===== config.mk =====
export PLATFORM = sky130hd
export DESIGN_NAME = frame_buffer_swap_ctrl
export DESIGN_NICKNAME = d
export VERILOG_FILES = /design/src/rtl/frame_buffer_swap_ctrl_pkg.sv /design/src/rtl/frame_buffer_swap_ctrl_sat_counter8.sv /design/src/rtl/frame_buffer_swap_ctrl.sv
export SDC_FILE = /design/constraint.sdc
export NUM_CORES = 1
export LEC_CHECK = 0
export ABC_AREA = 0
export CORE_MARGIN = 4
export CORE_UTILIZATION = 40
export DETAILED_ROUTE_END_ITERATION = 7
export PLACE_DENSITY = 0.66
export RECOVER_POWER = 50
export SLEW_MARGIN = 5
export SYNTH_ARGS = -nofsm -noshare
export SYNTH_HDL_FRONTEND = slang
export SYNTH_HIERARCHICAL = 1
export SYNTH_SLANG_ARGS = --single-unit

===== constraint.sdc =====
create_clock -name clk -period 3.4 [get_ports clk]
set_clock_uncertainty 0.2 [all_clocks]
set_input_delay 0.34 -clock clk [delete_from_list [all_inputs] [get_ports clk]]
set_output_delay 0.34 -clock clk [all_outputs]
set_load 0.03 [all_outputs]

===== src/rtl/frame_buffer_swap_ctrl_pkg.sv =====
// Shared frame geometry, controller state encoding and RGB444 field layout.
package frame_buffer_swap_ctrl_pkg;

  localparam int IMG_WIDTH    = 200;
  localparam int IMG_HEIGHT   = 160;
  localparam int FRAME_PIXELS = IMG_WIDTH * IMG_HEIGHT;
  localparam int ADDR_W       = 15;

  // RGB444 packed as ----RRRRGGGGBBBB
  localparam int RGB_R_MSB = 11;
  localparam int RGB_R_LSB = 8;
  localparam int RGB_G_MSB = 7;
  localparam int RGB_G_LSB = 4;
  localparam int RGB_B_MSB = 3;
  localparam int RGB_B_LSB = 0;

  typedef enum logic [1:0] {
    IDLE      = 2'd0,
    CAPTURE   = 2'd1,
    WAIT_SWAP = 2'd2
  } state_t;

endpackage


===== src/rtl/frame_buffer_swap_ctrl_sat_counter8.sv =====
// 8-bit event counter that sticks at 255 instead of wrapping.
module sat_counter8 (
  input  logic       clk,
  input  logic       reset,
  input  logic       inc,
  output logic [7:0] count
);

  // Count one event per cycle of inc, holding at the top value.
  always_ff @(posedge clk or posedge reset) begin
    if (reset) begin
      count <= 8'd0;
    end else if (inc && (count != 8'hFF)) begin
      count <= count + 8'd1;
    end
  end

endmodule


===== src/rtl/frame_buffer_swap_ctrl.sv =====
// Ping-pong frame buffer controller: camera writes one bank while VGA reads
// the other; banks swap only on a VGA vsync falling edge after a full frame.
//
//   state     | meaning
//   IDLE      | waiting for camera frame start, pixels ignored
//   CAPTURE   | writing camera pixels into wr_bank
//   WAIT_SWAP | frame complete, waiting for VGA vsync to hand it over
module frame_buffer_swap_ctrl
  import frame_buffer_swap_ctrl_pkg::*;
#(
  parameter int IMG_WIDTH  = frame_buffer_swap_ctrl_pkg::IMG_WIDTH,
  parameter int IMG_HEIGHT = frame_buffer_swap_ctrl_pkg::IMG_HEIGHT
) (
  input  logic              clk,
  input  logic              reset,
  input  logic              cam_vsync,
  input  logic              cam_pixel_valid,
  input  logic [15:0]       cam_pixel_data,
  input  logic              vga_vs,
  output logic              wr_en,
  output logic [ADDR_W:0]   wr_addr,
  output logic [15:0]       wr_data,
  output logic              rd_bank,
  output logic [7:0]        frame_cnt,
  output logic [7:0]        drop_cnt,
  output logic [7:0]        short_cnt
);

  localparam int NUM_PIXELS = IMG_WIDTH * IMG_HEIGHT;
  localparam logic [ADDR_W-1:0] LAST_PIX = ADDR_W'(NUM_PIXELS - 1);

  state_t            state;
  logic              wr_bank;
  logic [ADDR_W-1:0] pix_cnt;
  logic              cam_vsync_d;
  logic              vga_vs_d;
  logic              cam_start;
  logic              swap_evt;
  logic              short_inc;
  logic              drop_inc;

  // Edges against the registered previous level; delays reset high so a
  // line already high at reset release is not seen as an edge.
  assign cam_start = cam_vsync & ~cam_vsync_d;
  assign swap_evt  = ~vga_vs & vga_vs_d;

  // Restart mid-capture counts as short; frame start while a finished frame
  // is still waiting counts as dropped unless the swap lands the same cycle.
  assign short_inc = (state == CAPTURE) && cam_start;
  assign drop_inc  = (state == WAIT_SWAP) && cam_start && !swap_evt;

  // Main sequencer: edge history, capture addressing and bank ownership.
  always_ff @(posedge clk or posedge reset) begin
    if (reset) begin
      state       <= IDLE;
      wr_bank     <= 1'b1;
      rd_bank     <= 1'b0;
      pix_cnt     <= '0;
      wr_en       <= 1'b0;
      wr_addr     <= '0;
      wr_data     <= '0;
      frame_cnt   <= 8'd0;
      cam_vsync_d <= 1'b1;
      vga_vs_d    <= 1'b1;
    end else begin
      cam_vsync_d <= cam_vsync;
      vga_vs_d    <= vga_vs;
      wr_en       <= 1'b0;
      case (state)
        IDLE: begin
          if (cam_start) begin
            pix_cnt <= '0;
            state   <= CAPTURE;
          end
        end
        CAPTURE: begin
          if (cam_start) begin
            // Restart on the same bank; a coincident pixel becomes index 0.
            if (cam_pixel_valid) begin
              wr_en   <= 1'b1;
              wr_addr <= {wr_bank, {ADDR_W{1'b0}}};
              wr_data <= cam_pixel_data;
              pix_cnt <= ADDR_W'(1);
            end else begin
              pix_cnt <= '0;
            end
          end else if (cam_pixel_valid) begin
            wr_en   <= 1'b1;
            wr_addr <= {wr_bank, pix_cnt};
            wr_data <= cam_pixel_data;
            if (pix_cnt == LAST_PIX) begin
              pix_cnt <= '0;
              state   <= WAIT_SWAP;
            end else begin
              pix_cnt <= pix_cnt + ADDR_W'(1);
            end
          end
        end
        WAIT_SWAP: begin
          if (swap_evt) begin
            rd_bank   <= wr_bank;
            wr_bank   <= ~wr_bank;
            frame_cnt <= frame_cnt + 8'd1;
            pix_cnt   <= '0;
            state     <= cam_start ? CAPTURE : IDLE;
          end
        end
        default: state <= IDLE;
      endcase
    end
  end

  sat_counter8 u_drop_cnt (
    .clk   (clk),
    .reset (reset),
    .inc   (drop_inc),
    .count (drop_cnt)
  );

  sat_counter8 u_short_cnt (
    .clk   (clk),
    .reset (reset),
    .inc   (short_inc),
    .count (short_cnt)
  );

endmodule

# Yosys cells after proc, flatten, opt, wreduce, memory -nomap -nowiden
# Index checks and enable logic that the tools add are counted.
# word_totals
word_cells,63
out_inout_bits,58
romBits,0
input_bits,21
mem_count,0
latchBits,0
reg_bits,78
mem_bits_rw,0
# classes
n_reduce_logical,12
addsub,4
eq_ne,11
n_mul,0
n_div,0
n_lt_le_gt_ge,0
muxes,19
shifts,0
n_bitwise,5
# op_table
operator,count
15-bit two-way mux,5
16-bit two-way mux,3
15-bit case mux with 3 select lines,1
8-bit by 1-bit adder with 8-bit output (second input constant),3
8-bit inequality test (second input constant),2
15-bit by 1-bit adder with 15-bit output (second input constant),1
15-bit == test (second input constant),1
2-bit two-way mux,5
2-bit inequality test (second input constant),4
2-bit case mux with 3 select lines,1
1-bit logical AND,5
5-bit AND reduction,1
1-bit two-way mux,4
2-bit AND reduction,2
4-bit AND reduction,1
3-bit inequality test (second input constant),1
1-bit inverter,3
3-bit nonzero test,1
1-bit AND,2
2-bit by 1-bit == test with 1-bit output (second input constant),1
2-bit == test (second input constant),1
2-bit logical NOT,1
2-bit by 1-bit inequality test with 1-bit output (second input constant),1
1-bit logical NOT,1

# Longest topological paths before layout
# Gate-level depths: netlist of the first run.
# depth
word_depth,5
mapped_depth,7
ltp_nobuf,6

# Hierarchy
# The synthesis of the first run kept the hierarchy.
# modules_own_cells
mod,instances,area_each_um2,seq_area_each_um2,cells_each
frame_buffer_swap_ctrl,1,2747.6,1555.2,247
sat_counter8,2,419.2,200.2,38

# Worst setup path before layout of the first run
# Ideal clock, no wire load.
# synth_timing
path_kind,flip-flop to flip-flop
start,register cam_vsync_d
end,register u_drop_cnt.count[7]
required_time_ns,3.072
synth_period_minus_slack_ns,2.013
n_path_buf,1
stages_incl_launch_ff,7
slack_ns,1.387
setup_ns,0.128
t_arrival_ns,1.686
cell_sequence,dfstp_2 nand2b_1 clkbuf_1 nor2_1 nand3_1 nor3_1 mux2_1
# synth_via
elab_chain_cells,5
# synth_rtl
item,line,rtl
"start, declared",frame_buffer_swap_ctrl.sv:35,logic cam_vsync_d;
"start signal, assigned",frame_buffer_swap_ctrl.sv:66,cam_vsync_d <= cam_vsync;
1-bit inverter,frame_buffer_swap_ctrl.sv:44,assign cam_start = cam_vsync & ~cam_vsync_d;
1-bit AND,frame_buffer_swap_ctrl.sv:44,
1-bit logical AND (2 in series),frame_buffer_swap_ctrl.sv:50,assign drop_inc = (state == WAIT_SWAP) && cam_start && !swap_evt;
net drop_inc,frame_buffer_swap_ctrl.sv:40,logic drop_inc;
1-bit logical AND,frame_buffer_swap_ctrl_sat_counter8.sv:13,end else if (inc && (count != 8'hFF)) begin
"end signal, assigned",frame_buffer_swap_ctrl_sat_counter8.sv:14,count <= count + 8'd1;
"end, declared",frame_buffer_swap_ctrl_sat_counter8.sv:6,output logic [7:0] count
# The timed path passes the listed nets, and every way through them passes these cells.
# A chain may end at the register's enable or synchronous reset.

# Final worst setup path of the first run
# layout_timing
start,input port cam_vsync
end,register u_short_cnt.count[7]
# layout_via
elab_chain_cells,3
# layout_rtl
item,line,rtl
"start, declared",frame_buffer_swap_ctrl.sv:16,"input logic cam_vsync,"
1-bit AND,frame_buffer_swap_ctrl.sv:44,
1-bit logical AND,frame_buffer_swap_ctrl.sv:49,assign short_inc = (state == CAPTURE) && cam_start;
net short_inc,frame_buffer_swap_ctrl.sv:39,logic short_inc;
1-bit logical AND,frame_buffer_swap_ctrl_sat_counter8.sv:13,
"end signal, assigned",frame_buffer_swap_ctrl_sat_counter8.sv:14,
"end, declared",frame_buffer_swap_ctrl_sat_counter8.sv:6,
# The timed path passes the listed nets, and every way through them passes these cells.

==> results of run 1 <==
[cell usage in the layout (no fill, tap or decap), types with 3 or more instances in the layout]
cell | synthesis | final
dfrtp_1 | 75 | 75
clkdlybuf4s50_1 | 0 | 73
nand2_1 | 50 | 50
mux2_2 | 21 | 21
o21ai_0 | 15 | 15
nand3_1 | 15 | 15
nand4_1 | 12 | 12
a21oi_1 | 10 | 10
a31oi_1 | 10 | 10
clkbuf_8 | 1 | 9
nor2_1 | 8 | 8
inv_1 | 8 | 8
xnor2_1 | 7 | 7
o31ai_1 | 7 | 7
nor3_1 | 6 | 6
mux2_1 | 6 | 6
dlygate4sd3_1 | 0 | 5
nand2b_1 | 4 | 4
o22ai_1 | 4 | 4
ha_1 | 4 | 4
o21bai_1 | 4 | 4
xor2_1 | 3 | 3
o21ai_1 | 3 | 3
dfstp_2 | 3 | 3
clkinvlp_4 | 0 | 3
[final timing paths]
path,from,to,slack (ns),cells after the start
hold reg to reg,frame_cnt[7],frame_cnt[7],0.28,1
hold / removal,reset,u_drop_cnt/count[6],0.21,2
setup / recovery,cam_vsync,u_short_cnt/count[7],1.0,6
setup reg to reg,cam_vsync_d,pix_cnt[6],1.03,6
max in group asynchronous,reset,pix_cnt[12],1.31,3
min in group clk,frame_cnt[7],frame_cnt[7],0.28,1
[synthesized netlist by cell type (4+ instances only)]
cell,number,area share (%)
dfrtp_1,75,52
nand2_1,50,5.2
mux2_2,21,6.6
nand3_1,15,2.1
o21ai_0,15,2.1
nand4_1,12,2.1
a21oi_1,10,1.4
a31oi_1,10,1.7
inv_1,8,0.84
nor2_1,8,0.84
o31ai_1,7,1.5
xnor2_1,7,1.7
mux2_1,6,1.9
nor3_1,6,0.84
clkbuf_1,5,0.52
ha_1,4,1.4
nand2b_1,4,0.70
o21bai_1,4,0.84
o22ai_1,4,0.70
[cell type report]
cell class,instances,area [um2]
repair buffers,81,797
inverters,9,33.8
well taps,108,135
fillers,792,4090
clock buffers,10,128
multi-input cells,224,1520
flip-flops and latches,78,1960
clock inverters,6,62.6
[routing by layer]
layer | vias to the layer above | global-route usage [%] | routed length [um] | part of all wire, %
met3 | 13 | 3.04 | 315 | 4.1
met2 | 60 | 25.4 | 3730 | 48
li1 | 1328 | - | - | -
met1 | 1341 | 22.2 | 3510 | 46
met4 | 0 | 7.67 | 153 | 2.0
met5 | - | 0 | 0 | 0
[stage by stage]
step / util, % / cell area [um2] / std cells
after floorplan: - / 3590 / 323
after global placement: 51.0 / 4450 / 500
after detailed placement: 51.0 / 4450 / 500
after CTS: 53.2 / 4640 / 516
after global routing: 53.1 / 4630 / 516
final: 53.1 / 4630 / 516
[power breakdown]
part,internal [uW],switching (uW),total (uW),leakage [uW]
clock,336,340,676,0.0000883
sequential,1020,117,1140,0.00101
combinational,227,292,519,0.000829
total,1580,749,2330,0.00193
[worst max-delay path, cell delays in order]
cell	delay, ns
dlygate4sd3_1	0.58
nor2b_1	0.49
and2_1	0.35
nand3_1	0.16
nor3_1	0.17
mux2_1	0.34
[sequential cells by signal, summed over array words and instances, names as in the netlist]
register,cells
u_short_cnt/count,8
cam_vsync_d,1
wr_data,16
state,2
pix_cnt,15
wr_addr,16
u_drop_cnt/count,8
vga_vs_d,1
wr_bank,1
rd_bank,1
wr_en,1
frame_cnt,8
[cell families (layout without fill, tap and decap cells)]
family	Yosys count	in the layout
simple gates	114	114
compound gates	69	69
fa+ha+maj	4	4
buf+inv	21	106
mux	27	27
xor+xnor	10	10
flops	78	78
==> impl_metrics.py, run 1 <==
metrics = {
    "clock_tree": {
        "cts_hold_buf": 0,
        "clk_pin_slew_ns": 0.08,
        "htree_levels": 3,
        "cts_sinks": 78,
        "clkLatencyLatePin_ns": 0.36,
        "cts_tree": "done",
        "cts_root_buffer": "clkbuf_8",
        "numCtsBuffers": 9,
        "post-cts-setup-buffers": 0,
        "clk_path_buf_depth": 2,
        "post_cts_resized": 0,
    },
    "synth": {
        "syn_nets": 348,
        "synth_warnings": 6,
        "synth_compound_area_share_pct": 12.8,
        "synth-main-ff-cell": "dfrtp_1",
        "ys_types": 51,
        "syn_area_per_cell_um2": 11.1,
        "synthesis.area_um2": 3590,
        "synthArstFlopShare_pct": 100,
        "synth-edff-count": 0,
        "seq_area_frac_synth_pct": 54.5,
        "synth_fa_ha_area_share_pct": 1.40,
        "synth_top_family_by_area": "simple AND/OR/NAND/NOR gates",
        "synthMuxAreaShare_pct": 8.48,
        "yosys.area_share.xor_xnor_pct": 2.44,
        "ys_seq_elements": 78,
        "yosys.area_share.simple_pct": 17.3,
        "syn_inst": 323,
    },
    "worst_setup_path": {
        "crit_type": "primary input to flip-flop",
        "cp-end-kind": "flip-flop",
        "start_kind": "primary input",
        "cp_max_fo": 8,
        "arrival_ns": 2.44,
        "required_ns": 3.44,
    },
    "drt": {
        "via_count": 2742,
        "wl_per_cell_um": 14.9,
        "ant_nets": 0,
        "wl_um": 7710,
        "drt-pass1-iter-count": 4,
        "avgViaCountPerCell": 5.31,
        "drc": 0,
        "drtIter0Drc": 113,
    },
    "run_status": {
        "violations": "max-capacitance violations, max-slew violations",
        "status": "finished with violations",
    },
    "timing": {
        "period_share_pct": 70.7,
        "maxSlewViolCount": 63,
        "fmax_mhz": 416,
        "max_slew_margin_pct": -0.997,
        "tns_ns": 0,
        "rsz0062_at_grt": "false",
        "finalHoldViolations": 0,
        "holdWs_ns": 0.212,
        "setup_viol": 0,
        "worst_pin_slew_ns": 1.51,
        "period_needed_ns": 2.40,
        "setup_ws_ns": 0.996,
    },
    "floorplan": {
        "placementRows": 34,
        "die_w_um": 103,
        "die_area_um2": 10500,
        "start_util_pct": 41.1,
        "die_y_um": 103,
        "ios": 79,
        "core_um2": 8720,
    },
    "final_layout": {
        "drive_gt1_share_pct": 13.0,
        "antenna_cells": 0,
        "nets": 428,
        "syn_to_final_growth_pct": 29.2,
    },
    "min_path": {
        "hold_class": "primary input to async pin",
    },
    "power_and_ir_drop": {
        "finalPower_uw": 2330,
        "p_leak_uw": 0.00193,
        "vdd_drop_max_uv": 200,
        "power_density_nw_per_um2": 503,
    },
    "grt": {
        "track_usage_pct": 16.4,
        "grt_pass1_wl_um": 13400,
        "antenna_found_initial": 0,
        "grt_pass1_vias": 2722,
        "grt_max_degree": 63,
        "overflow": 0,
    },
    "placement": {
        "gp_congestion": 0.845,
        "dp_slack_ns": 0.704,
        "port_buffers": 78,
        "dp_hpwl_um": 5610,
    },
    "run": {
        "maxCapViolCount": 1,
    },
}
Power figures use the tool's default switching activity.
==> inputs of run 2 (changes only) <==
==> constraint.sdc (replaced) <==
create_clock -name clk -period 2.48 [get_ports clk]
set_clock_uncertainty 0.2 [all_clocks]
set_input_delay 0.248 -clock clk [delete_from_list [all_inputs] [get_ports clk]]
set_output_delay 0.248 -clock clk [all_outputs]
set_load 0.03 [all_outputs]
==> run 2 against run 1 <==
  * The flow now finishes without violations
  * Cell area up 1.6%
  * Sequential power up 38%
  * First-iteration DRC count up 19%
  * Via count up 1.3%
  * Core utilization up 0.88 points
  * Combinational power up 40%
  * Hold slack worse by 0.032 ns
  * Critical endpoint is now u_drop_cnt/count[4]
  * Highest routed layer unchanged
==> impl_metrics.py, run 2 (synthesis results as in run 1) <==
metrics = {
    "grt": {
        "track_usage_pct": 15.9,
        "antenna_found_initial": 0,
        "grt_pass1_wl_um": 13200,
        "overflow": 0,
        "grt_pass1_vias": 2652,
        "grt_max_degree": 48,
    },
    "final_layout": {
        "syn_to_final_growth_pct": 31.4,
        "antenna_cells": 0,
        "fin_util_pct": 54.0,
        "nets": 437,
        "regArea_um2": 1960,
        "multiInputGateArea_um2": 1520,
        "fill_cells": 767,
        "layout_common_cells": "dfrtp_1 (75), clkdlybuf4s50_1 (75), nand2_1 (50), mux2_2 (21)",
        "biggestRegsByFlops": "wr_addr (16), wr_data (16), pix_cnt (15)",
        "drive_gt1_share_pct": 14.4,
        "design_area_um2": 4710,
    },
    "drt": {
        "drtIter0Drc": 134,
        "drc": 0,
        "via_count": 2778,
        "drt-pass1-iter-count": 6,
        "ant_nets": 0,
        "wl_per_cell_um": 15.0,
        "wl_um": 7890,
        "avgViaCountPerCell": 5.29,
    },
    "timing": {
        "worst_pin_slew_ns": 0.640,
        "maxSlewViolCount": 0,
        "finalHoldViolations": 0,
        "setup_viol": 0,
        "period_needed_ns": 2.21,
        "tns_ns": 0,
        "fmax_mhz": 453,
        "max_slew_margin_pct": 57.3,
        "holdWs_ns": 0.180,
        "rsz0062_at_grt": "false",
        "period_share_pct": 88.9,
    },
    "floorplan": {
        "placementRows": 34,
        "core_um2": 8720,
        "ios": 79,
        "die_area_um2": 10500,
        "start_util_pct": 41.1,
        "die_y_um": 103,
        "die_w_um": 103,
    },
    "worst_setup_path": {
        "crit_top_cell": "clkbuf_1",
        "r2r-end": "u_drop_cnt/count[4]",
        "crit_slowest_cell": "dfstp_1",
        "crit_type": "flip-flop to flip-flop",
        "arrival_ns": 2.25,
        "cp_num_cells": 6,
        "worst-path-buf-inv": 2,
        "cp_max_fo": 13,
        "worstRegToRegCells": 6,
        "r2r_slack_ns": 0.27,
        "cp_cell_sequence": "nand2b_1 > clkbuf_1 > nor2_1 > clkbuf_1 > nand4_1 > mux2_2",
        "start_kind": "flip-flop",
        "path_delay_family": "buffers and inverters",
        "slowest_delay_ns": 0.53,
        "required_ns": 2.52,
        "cp-end-kind": "flip-flop",
        "reg2reg_from": "cam_vsync_d",
    },
    "clock_tree": {
        "cts_hold_buf": 0,
        "numCtsBuffers": 9,
        "clk_pin_slew_ns": 0.09,
        "cts_root_buffer": "clkbuf_8",
        "htree_levels": 3,
        "post-cts-setup-buffers": 0,
        "cts_sinks": 78,
        "clkLatencyLatePin_ns": 0.35,
        "clk_path_buf_depth": 2,
        "post_cts_resized": 0,
        "cts_tree": "done",
    },
    "run": {
        "maxCapViolCount": 0,
    },
    "power_and_ir_drop": {
        "vdd_drop_max_uv": 302,
        "finalPower_uw": 3280,
        "power_density_nw_per_um2": 696,
        "p_leak_uw": 0.00199,
    },
    "placement": {
        "dp_hpwl_um": 5830,
        "dpl_cell_area_um2": 4530,
        "port_buffers": 78,
        "gp_congestion": 0.843,
    },
    "run_status": {
        "status": "complete, no violations",
    },
    "min_path": {
        "hold_class": "primary input to async pin",
    },
}
[run 2: power by group]
group          switching, uW  internal (uW)  total (uW)
clock network            488            499         988
registers                168           1400        1570
logic                    407            319         726
total                   1060           2220        3280
[run 2: per-layer routing]
| layer | routed length (um) | GRT usage (%) | part of all wire [%] |
|---|---|---|---|
| met1 | 3660 | 22.6 | 46 |
| met4 | 111 | 6.66 | 1.4 |
| met5 | 0 | 0 | 0 |
| met2 | 3790 | 24.1 | 48 |
| met3 | 334 | 2.71 | 4.2 |
[run 2: how the worst max path moves through the flow]
stage | startpoint | end
2_1_floorplan | cam_vsync_d | u_drop_cnt/count[7]
6_report | cam_vsync_d | u_drop_cnt/count[4]
5_1_grt | cam_vsync_d | u_drop_cnt/count[4]
4_1_cts | pix_cnt[1] | pix_cnt[6]
3_5_place_dp | cam_vsync | u_short_cnt/count[7]
3_3_place_gp | cam_vsync | u_short_cnt/count[7]
[run 2: area by class of cell]
class                      count  area share, %
inverter                       9          0.717
multi-input combinational    224           32.3
timing repair buffer          90           18.2
tap                          108           2.87
clock inverter                 6           1.46
sequential                    78           41.5
clock buffer                  10           2.92
[run 2: per-stage QoR]
stage          std cells  worst slack [ns]
2_1_floorplan        323             0.467
3_5_place_dp         509             0.242
3_3_place_gp         509             0.290
5_1_grt              525            0.0981
6_report             525             0.275
4_1_cts              525             0.319
